**config.mk**
```make
export PLATFORM = sky130hd
export DESIGN_NAME = fifo_wr_ptr_ctrl
export DESIGN_NICKNAME = d
export VERILOG_FILES = /design/src/rtl/fifo_wr_ptr_ctrl.sv
export SDC_FILE = /design/constraint.sdc
export NUM_CORES = 1
export LEC_CHECK = 0
export ABC_AREA = 1
export BUFFER_PORTS_ARGS = -buffer_cell sky130_fd_sc_hd__buf_4
export CAP_MARGIN = 25
export CORE_MARGIN = 1.5
export CORE_UTILIZATION = 45
export DETAILED_ROUTE_END_ITERATION = 6
export PLACE_DENSITY = 0.66
export SLEW_MARGIN = 20
export SYNTH_ARGS = -nofsm -noshare
export SYNTH_HDL_FRONTEND = slang
export SYNTH_SLANG_ARGS = --single-unit
```
**constraint.sdc**
```tcl
create_clock -name W_CLK -period 2.82 [get_ports W_CLK]
set_clock_uncertainty 0.15 [all_clocks]
set_input_delay 0.423 -clock W_CLK [delete_from_list [all_inputs] [get_ports W_CLK]]
set_output_delay 0.423 -clock W_CLK [all_outputs]
set_load 0.1 [all_outputs]
```
**src/rtl/fifo_wr_ptr_ctrl.sv**
```systemverilog
// fifo_wr_ptr_ctrl
//   Write-domain pointer control for an asynchronous FIFO. It keeps a binary
//   write pointer that drives the memory address, and exports a registered
//   Gray copy of that pointer to the read domain. It also brings the read
//   domain's Gray pointer into W_CLK and derives full, almost-full, fill level
//   and a sticky overflow flag from it.
//   Parameter limits: ADDR_WIDTH >= 2, SYNC_STAGES >= 2,
//   1 <= AFULL_THRESH <= 2**ADDR_WIDTH.
module fifo_wr_ptr_ctrl #(
  parameter int ADDR_WIDTH   = 3,
  parameter int SYNC_STAGES  = 2,
  parameter int AFULL_THRESH = 6
) (
  input  logic                  W_CLK,
  input  logic                  W_RST,
  input  logic                  winc,
  input  logic                  wclr_ovf,
  input  logic [ADDR_WIDTH:0]   r_gptr,
  output logic [ADDR_WIDTH-1:0] w_addr,
  output logic [ADDR_WIDTH:0]   w_gptr,
  output logic                  wfull,
  output logic                  walmost_full,
  output logic [ADDR_WIDTH:0]   wlevel,
  output logic                  woverflow
);

  localparam int PW = ADDR_WIDTH + 1;
  localparam logic [PW-1:0] AFULL_L = PW'(AFULL_THRESH);

  // Gray code to binary: each binary bit is the XOR of all Gray bits at or above it.
  function automatic logic [PW-1:0] gray2bin(input logic [PW-1:0] g);
    logic [PW-1:0] b;
    b[PW-1] = g[PW-1];
    for (int i = PW - 2; i >= 0; i--) begin
      b[i] = b[i+1] ^ g[i];
    end
    return b;
  endfunction

  // Binary to Gray: adjacent values differ in exactly one bit.
  function automatic logic [PW-1:0] bin2gray(input logic [PW-1:0] b);
    return b ^ (b >> 1);
  endfunction

  // State registers and their next-state values.
  logic [PW-1:0] wbin_q, wbin_d;
  logic [PW-1:0] w_gptr_q, w_gptr_d;
  logic [PW-1:0] sync_q [SYNC_STAGES];
  logic          wfull_q, wfull_d;
  logic          walmost_full_q, walmost_full_d;
  logic [PW-1:0] wlevel_q, wlevel_d;
  logic          woverflow_q, woverflow_d;

  // Combinational helpers.
  logic          wpush_s;
  logic [PW-1:0] wq_rptr_s;
  logic [PW-1:0] rbin_s;
  logic [PW-1:0] full_gray_s;

  assign wq_rptr_s = sync_q[SYNC_STAGES-1];
  assign rbin_s    = gray2bin(wq_rptr_s);

  // Full pattern: the write pointer is exactly one lap ahead of the read
  // pointer, which in Gray form means the two MSBs are inverted.
  assign full_gray_s = {~wq_rptr_s[PW-1:PW-2], wq_rptr_s[PW-3:0]};

  // Next-state logic: pointer advance, flags and level all derive from wbin_d,
  // so full asserts on the very edge that performs the filling write.
  always_comb begin
    wpush_s        = winc & ~wfull_q;
    wbin_d         = wbin_q + {{ADDR_WIDTH{1'b0}}, wpush_s};
    w_gptr_d       = bin2gray(wbin_d);
    wfull_d        = (w_gptr_d == full_gray_s);
    wlevel_d       = wbin_d - rbin_s;
    walmost_full_d = (wlevel_d >= AFULL_L);
    if (winc && wfull_q) begin
      woverflow_d = 1'b1;
    end else if (wclr_ovf) begin
      woverflow_d = 1'b0;
    end else begin
      woverflow_d = woverflow_q;
    end
  end

  // Pointer, flag and level registers; async active-low reset.
  always_ff @(posedge W_CLK or negedge W_RST) begin
    if (!W_RST) begin
      wbin_q         <= {PW{1'b0}};
      w_gptr_q       <= {PW{1'b0}};
      wfull_q        <= 1'b0;
      walmost_full_q <= 1'b0;
      wlevel_q       <= {PW{1'b0}};
      woverflow_q    <= 1'b0;
    end else begin
      wbin_q         <= wbin_d;
      w_gptr_q       <= w_gptr_d;
      wfull_q        <= wfull_d;
      walmost_full_q <= walmost_full_d;
      wlevel_q       <= wlevel_d;
      woverflow_q    <= woverflow_d;
    end
  end

  // Read-pointer synchroniser chain; nothing else samples r_gptr.
  always_ff @(posedge W_CLK or negedge W_RST) begin
    if (!W_RST) begin
      for (int i = 0; i < SYNC_STAGES; i++) begin
        sync_q[i] <= {PW{1'b0}};
      end
    end else begin
      sync_q[0] <= r_gptr;
      for (int i = 1; i < SYNC_STAGES; i++) begin
        sync_q[i] <= sync_q[i-1];
      end
    end
  end

  assign w_addr       = wbin_q[ADDR_WIDTH-1:0];
  assign w_gptr       = w_gptr_q;
  assign wfull        = wfull_q;
  assign walmost_full = walmost_full_q;
  assign wlevel       = wlevel_q;
  assign woverflow    = woverflow_q;

endmodule

```
; After elaboration in Yosys (flattened, before gate mapping)
; Index checks and enable logic that the tools add are counted.
; W data, S select, Z words.
[word_totals]
out_inout_bits = 14
register_bits = 23
elab_cells = 23
in_bits = 8
[classes]
mux = 2
order_cmp = 1
add_sub_neg = 2
bitwise_logic = 7
eq_ne = 1
reduce_logical = 2
[op_table]
columns = op, count
row1 = $add A4 B1 Y4, 1
row2 = $eq A4 B4 Y1, 1
row3 = $ge A4 B3 Y1 const B, 1
row4 = $sub A4 B4 Y4, 1
row5 = $xor A4 B3 Y4, 1
row6 = $xor A1 B1 Y1, 3
row7 = $mux W1, 2
row8 = $not A2 Y2, 1
row9 = $reduce_bool A2 Y1, 1
row10 = $and A1 B1 Y1, 1
row11 = $logic_and A1 B1 Y1, 1
row12 = $not A1 Y1, 1

; Longest topological paths before layout
; Gate-level depths: netlist of the first run.
[logic_depth]
depth_word = 5
ltp_mapped = 12
depth_no_buf = 12

; Least setup slack after synthesis of the first run
; No wires, ideal clock.
[synth_path]
path_kind = register to register
startpoint = register wfull_q, in the netlist wfull
endpoint = register walmost_full_q, in the netlist walmost_full
period_less_slack_ns = 2.690
n_path_buf = 0
setup_time_ns = 0.125
t_arrival_ns = 2.415
slack_ns = 0.130
stages_incl_launch_ff = 9
t_required_ns = 2.545
path_cell_list = dfrtp_1 -> nor2_1 -> ha_1 -> ha_1 -> inv_1 -> fa_1 -> xnor2_1 -> nand2_1 -> nand3_1
[synth_between]
elab_chain_len = 5
[synth_rtl]
columns = element, line
row1 = from (decl), 49  ; logic wfull_q, wfull_d;
row2 = from (signal assigned), 97  ; wfull_q <= wfull_d;
row3 = $not A1 Y1, 70  ; wpush_s = winc & ~wfull_q;
row4 = $and A1 B1 Y1, 70
row5 = $add A4 B1 Y4, 71  ; wbin_d = wbin_q + {{ADDR_WIDTH{1'b0}}, wpush_s};
row6 = via wbin_d[1], 46  ; logic [PW-1:0] wbin_q, wbin_d;
row7 = $sub A4 B4 Y4, 74  ; wlevel_d = wbin_d - rbin_s;
row8 = via wlevel_d[2], 51  ; logic [PW-1:0] wlevel_q, wlevel_d;
row9 = $ge A4 B3 Y1, 75  ; walmost_full_d = (wlevel_d >= AFULL_L);
row10 = via walmost_full_d, 50  ; logic walmost_full_q, walmost_full_d;
row11 = to (signal assigned), 98  ; walmost_full_q <= walmost_full_d;
row12 = to (decl), 50
; The timed path passes the listed nets, and every way through them passes these cells.
; A chain may end at the register's enable or synchronous reset.

; Worst setup path after layout of the first run
[layout_path]
startpoint = register wfull_q, in the netlist wfull
endpoint = register walmost_full_q, in the netlist walmost_full
[layout_between]
elab_chain_len = 5
[layout_rtl]
columns = element, line
row1 = $not A1 Y1, 70
row2 = $and A1 B1 Y1, 70
row3 = $add A4 B1 Y4, 71
row4 = via wbin_d[2], 46
row5 = $sub A4 B4 Y4, 74
row6 = $ge A4 B3 Y1, 75
row7 = via walmost_full_d, 50
; The timed path passes the listed nets, and every way through them passes these cells.

==> impl_results.md, run 1 <==
* Outcome: finished clean
* Vias in the first global route at 654
* Post-route ant nets at 0
* Sequential area share after synthesis at 58.2%
* Commonest non-fill, non-tap cell in the layout: nand2_1
* Initial Util at 48.2%
* Syn Area/Cell at 10.2 sq um
* DP HPWL at about 1100 microns
* Startpoint types: register
* Die ar. at 2390 sq um
* WL met3 at between 50 and 60 microns
* Start point of the critical path: wfull$_DFF_PN0_
* Final Setup Violations at 0
* Max FO, Critical Path at 4
* Final wirelength at 1440 microns
* Clock-pin slew on the worst setup and hold paths at 110 ps
* WL met1 at 602 microns
* CP peak stage delay at 410 ps
* RSZ-0062 raised after global routing: false
* Clk Tree Root Cell: clkbuf_4
* Final net count at about 130
* Routed wl met2 at 761 microns
* Placed insts at 141
* Drt first pass iters at 4
* Mapped Nets at 107
* Max Used Layer: met4
* DR vias at a little under 700
* Reg2Reg Launch Point: wfull$_DFF_PN0_
* Least-Margin Pin Slew at 278 ps
* Tcrit/Tclk final at 77.1%
* Fill cell count at ~180
* GRT Overall Usage at 14.9%
* Core region area at 1960 sq um
* CTS tree: built
* Slowest-stage cell, CP: dfrtp_1
* DR iter-0 viols at 8
* Worst r2r dst: walmost_full$_DFF_PN0_
* WS Path Type: reg -> reg
* H-tree Lvls at 1
* Final Hold Fails at 0
* Hold Crit Class: in -> reg
* Layout cells sized above 1 at about a quarter
* CP endpoint: walmost_full$_DFF_PN0_
* Antenna cells at 0
* Die height at 48.8 microns
* Total grt overflow at 0
* Clock Sinks at 22
* Postcts setup bufs at 0
* DR WL/cell at 9.88 microns
* Port Buf Inserts at 21
* Seq cells post-synth at 22
* Boundary pin count at 22
* Synth Instances at 93
* R2R Setup Slk at 650 ps
* Max-Cap Viols at 0
* GPL Wtd Cong at 0.778
* Max_slew headroom at 81.6%
* Synth unique cells at 16
* Max Slew Vio Count at 0
* Vias per inst at 4.61
* Req. time, crit path at between 2000 and 3000 ps
* Worst setup EP type: register
* CP arrival at 2210 ps
* Final Critical Period at 2170 ps
* Setup_tns at 0 ps
* Setup ws final at 645 ps
* Fmax at between 400 and 500 MHz
* Initial antenna violation count at 0
* Pin count of the biggest net entering global routing at 23
* Total CTS buffers at 3
* Bufs on Longest Clock Path at 2
* Post-CTS Resized at 0
* Layout Utilization at 60.3%
* Layout area overhead at 25.1%
* Reg2Reg Depth at 11
* Drt drc at 0
* Die Wd at a little under 50 microns
* Mapped Area at 946 sq um
* First-pass GRT wire length at 2700 microns
* Yosys warns at 0
* CP Cell Sequence: nor2_1, ha_1, ha_1, inv_1, nand2_1, nand2_1, ha_1, a21oi_1, inv_1, nand2_1, nand3_1
* Finished Layout Cells at ~150
* Clk_lat worst skew at 300 ps
* Row count at 16
* Most frequent cells in the layout: 23 x nand2_1, 22 x dfrtp_1, 21 x buf_4
* Worst slack, placed at 492 ps
layer usage:
layer / vias up / global-route usage (%)
met3: 4 / 2.76
met5: - / 0
met4: 0 / 5.71
met1: 315 / 18.8
met2: 14 / 25.3
li1: 340 / -
Yosys cell counts:
library cell	count	area [sq um]
nand2_1	23	86.3
nor2_1	2	7.51
a21oi_1	1	5.00
dfrtp_1	22	551
nand3_1	14	70.1
ha_1	5	62.6
o21ai_0	1	5.00
nand2_2	1	6.26
xor2_2	1	16.3
xnor2_1	1	8.76
o21bai_1	1	7.51
inv_1	16	60.1
xor2_1	2	17.5
fa_1	1	20.0
xnor2_2	1	16.3
nand4_1	1	6.26
metrics by stage:
stage	instance area, sq um	hold WS [ps]
3_3_place_gp	1140	171
4_1_cts	1180	66.9
6_report	1180	69.3
3_5_place_dp	1140	175
2_1_floorplan	946	-22.6
5_1_grt	1180	44.3
cells by family (layout without fill, tap and decap cells):
| logic type | after synthesis | count (layout) | share of synthesized area [%] |
|---|---|---|---|
| DFF | 22 | 22 | 58.2 |
| xor gates and xnor gates | 5 | 5 | 6.22 |
| and+or+nand+nor | 41 | 41 | 18.7 |
| buffers and inverters | 16 | 42 | 6.35 |
| AOI/OAI and AO/OA | 3 | 3 | 1.85 |
| adders and majority gates | 6 | 6 | 8.73 |
state kept, by name, summed over array words and instances (netlist names):
signal / cells
sync_q: 4
wfull: 1
wlevel: 4
wbin_q: 3
woverflow: 1
w_gptr: 4
walmost_full: 1
wq_rptr_s: 4
worst min path at each step:
stage,start,to,depth (start not counted)
CTS,r_gptr[3],sync_q[7]$_DFF_PN0_,1
finish,r_gptr[0],sync_q[4]$_DFF_PN0_,1
global route,r_gptr[3],sync_q[7]$_DFF_PN0_,1
floorplan,W_RST,sync_q[4]$_DFF_PN0_,0
global placement,W_RST,woverflow$_DFFE_PN0P_,1
detailed placement,W_RST,woverflow$_DFFE_PN0P_,1
cell type report:
class                   instances  area (sq um)  area share [%]
inverters                      16          60.1            5.07
clock buffers                   4          36.3            3.07
repair buffers                 22           168            14.2
flip-flops and latches         22           551            46.5
well taps                      27          33.8            2.85
multi-input cells              55           335            28.3
timing repair:
| item | CTS | global route |
|---|---|---|
| setup endpoints to repair | 0 | 0 |
| hold buffers | 1 | 0 |
| endpoints found under the hold margin | 22 | 0 |
worst max-delay path: cells and delay by family (launching register included):
family,cells,cell delay (ps)
AO/OA/AOI/OAI,1,200
adder cells (fa/ha/maj),3,740
buffers and inverters,2,120
flip-flops,1,410
AND/OR/NAND/NOR,5,450
Power of run 1 is not shown: default switching activity piles up to over one toggle a cycle in this logic, so the estimate is an artifact.
==> inputs of run 2 (changes only) <==
clock period = 2.3 ns   (was 2.82 ns; I/O delays follow)
==> impl_results.md, run 2 (synthesized netlist as in run 1, its figures left out) <==
* Die height at 48.8 microns (unchanged)
* Max Slew Vio Count at 0 (unchanged)
* Die ar. at 2390 sq um (unchanged)
* Core region area at 1960 sq um (unchanged)
* Routing usage on met1 at 15.2% (was 18.8%)
* Clock Sinks at 22 (unchanged)
* CP Buf/Inv Count at 2 (unchanged)
* Clock-pin slew on the worst setup and hold paths at 100 ps (was 110 ps)
* Met3 usage at 1.84% (was 2.76%)
* Post-route ant nets at 0 (unchanged)
* CP Cell Sequence: nor2_1, ha_1, ha_4, inv_1, nand2_1, nand2_1, ha_1, a21oi_1, inv_1, nand2_1, nand3_1 (was nor2_1, ha_1, ha_1, inv_1, nand2_1, nand2_1, ha_1, a21oi_1, inv_1, nand2_1, nand3_1)
* Row count at 16 (unchanged)
* H-tree Lvls at 1 (unchanged)
* Antenna cells at 0 (unchanged)
* Fmax at 454 MHz (was 460 MHz)
* Final net count at 141 (was 134)
* Final Critical Period at 2200 ps (was 2170 ps)
* GPL Wtd Cong at 0.724 (was 0.778)
* Req. time, crit path at 2340 ps (was 2860 ps)
* Outcome: finished clean (unchanged)
* Total grt overflow at 0 (unchanged)
* Die Wd at 48.8 microns (unchanged)
* Setup ws final at 99.5 ps (was 645 ps)
* Max_slew headroom at 82.0% (was 81.6%)
* Slowest-stage cell, CP: dfrtp_4 (was dfrtp_1)
* Most frequent cells in the layout: 24 x buf_4, 23 x nand2_1, 18 x dfrtp_1 (was 23 x nand2_1, 22 x dfrtp_1, 21 x buf_4)
* Commonest non-fill, non-tap cell in the layout: buf_4 (was nand2_1)
* CP peak stage delay at 490 ps (was 410 ps)
* Port Buf Inserts at 21 (unchanged)
* Layout cells sized above 1 at 27.8% (was 23.5%)
* Initial antenna violation count at 0 (unchanged)
* Most common cell on crit path: nand2_1
* Drt drc at 0 (unchanged)
* CP arrival at 2240 ps (was 2210 ps)
* Worst slack, placed at 120 ps (was 492 ps)
* Least-Margin Pin Slew at 270 ps (was 278 ps)
* GR peak layer: met2 (unchanged)
* Boundary pin count at 22 (unchanged)
* Max FO, Critical Path at 3 (was 4)
* WS Path Type: reg -> reg (unchanged)
* Pin count of the biggest net entering global routing at 23 (unchanged)
* Crit path max-delay family: adder cells (unchanged)
* DR WL/cell at 10.2 microns (was 9.88 microns)
* Bufs on Longest Clock Path at 2 (unchanged)
* Hold Crit Class: in -> reg (unchanged)
* Final wirelength at 1560 microns (was 1440 microns)
* DP HPWL at 1180 microns (was 1120 microns)
* Hold-critical path depth at 2 (was 1)
* CTS tree: built (unchanged)
* Grt met2 use at 25.6% (was 25.3%)
* DR iter-0 viols at 8 (unchanged)
* Tcrit/Tclk final at 95.7% (was 77.1%)
* Max-Cap Viols at 0 (unchanged)
* DR vias at 700 (was 673)
* Layout area overhead at 33.1% (was 25.1%)
* Final Hold Fails at 0 (unchanged)
* Clk Tree Root Cell: clkbuf_4 (unchanged)
* Placed insts at 142 (was 141)
* First-pass GRT wire length at 2480 microns (was 2700 microns)
* Reg2Reg Depth at 11 (unchanged)
* GRT Overall Usage at 13.8% (was 14.9%)
* CP Depth at 11 (unchanged)
* Vias per inst at 4.58 (was 4.61)
* Vias in the first global route at 646 (was 654)
* Finished Layout Cells at 153 (was 146)
* Clk_lat worst skew at 300 ps (about the same)
* Worst setup EP type: register (unchanged)
* Startpoint types: register (unchanged)
* Final Setup Violations at 0 (unchanged)
* Initial Util at 48.2% (unchanged)
* Drt first pass iters at 4 (unchanged)
* Total CTS buffers at 3 (unchanged)
-- run 2: changes by cell type in the layout (fill, tap and decap cells not counted), moves of 2 or more --
| cell | previous run | this run |
|---|---|---|
| dfrtp_2 | 0 | 2 |
| dfrtp_4 | 0 | 2 |
| buf_4 | 21 | 24 |
| dlygate4sd3_1 | 1 | 5 |
| dfrtp_1 | 22 | 18 |
-- run 2: what timing repair did --
| item | CTS | global route |
|---|---|---|
| hold buffers | 5 | 0 |
| setup buffers | 0 | 2 |
| hold endpoints to repair | 26 | 0 |
| gates resized for setup | 0 | 1 |
| endpoints found under the setup margin | 0 | 1 |
-- run 2: final timing paths --
path / from / endpoint / slack [ps]
max: wfull$_DFF_PN0_ / walmost_full$_DFF_PN0_ / 100
max in group asynchronous: W_RST / wfull$_DFF_PN0_ / 1460
min: wclr_ovf / woverflow$_DFFE_PN0P_ / 90
min reg2reg: sync_q[6]$_DFF_PN0_ / wq_rptr_s[2]$_DFF_PN0_ / 210
min in group asynchronous: W_RST / wbin_q[0]$_DFF_PN0_ / 300
max reg2reg: wfull$_DFF_PN0_ / walmost_full$_DFF_PN0_ / 100
-- run 2: final cells by class --
class / count / area, sq um
flip-flops and latches: 22 / 561
inverters: 16 / 60.1
fillers: 165 / 703
multi-input cells: 55 / 348
repair buffers: 29 / 230
well taps: 27 / 33.8
clock buffers: 4 / 26.3
-- run 2: per-stage QoR --
stage | util (%) | TNS, ps | cell area (sq um) | hold slack, ps
2_1_floorplan | - | 0 | 967 | -101
5_1_grt | 64.2 | -10.6 | 1260 | 108
6_report | 64.2 | 0 | 1260 | 90.3
3_3_place_gp | 59.4 | 0 | 1170 | 93.4
4_1_cts | 63.3 | 0 | 1240 | 80.2
3_5_place_dp | 59.4 | 0 | 1170 | 94.9
-- run 2: per-layer routing --
layer,vias to the layer above,routed length (microns)
li1,354,-
met1,324,704
met2,17,778
met3,5,46
met4,0,28
met5,-,0
Power of run 2 is left out for the same reason.
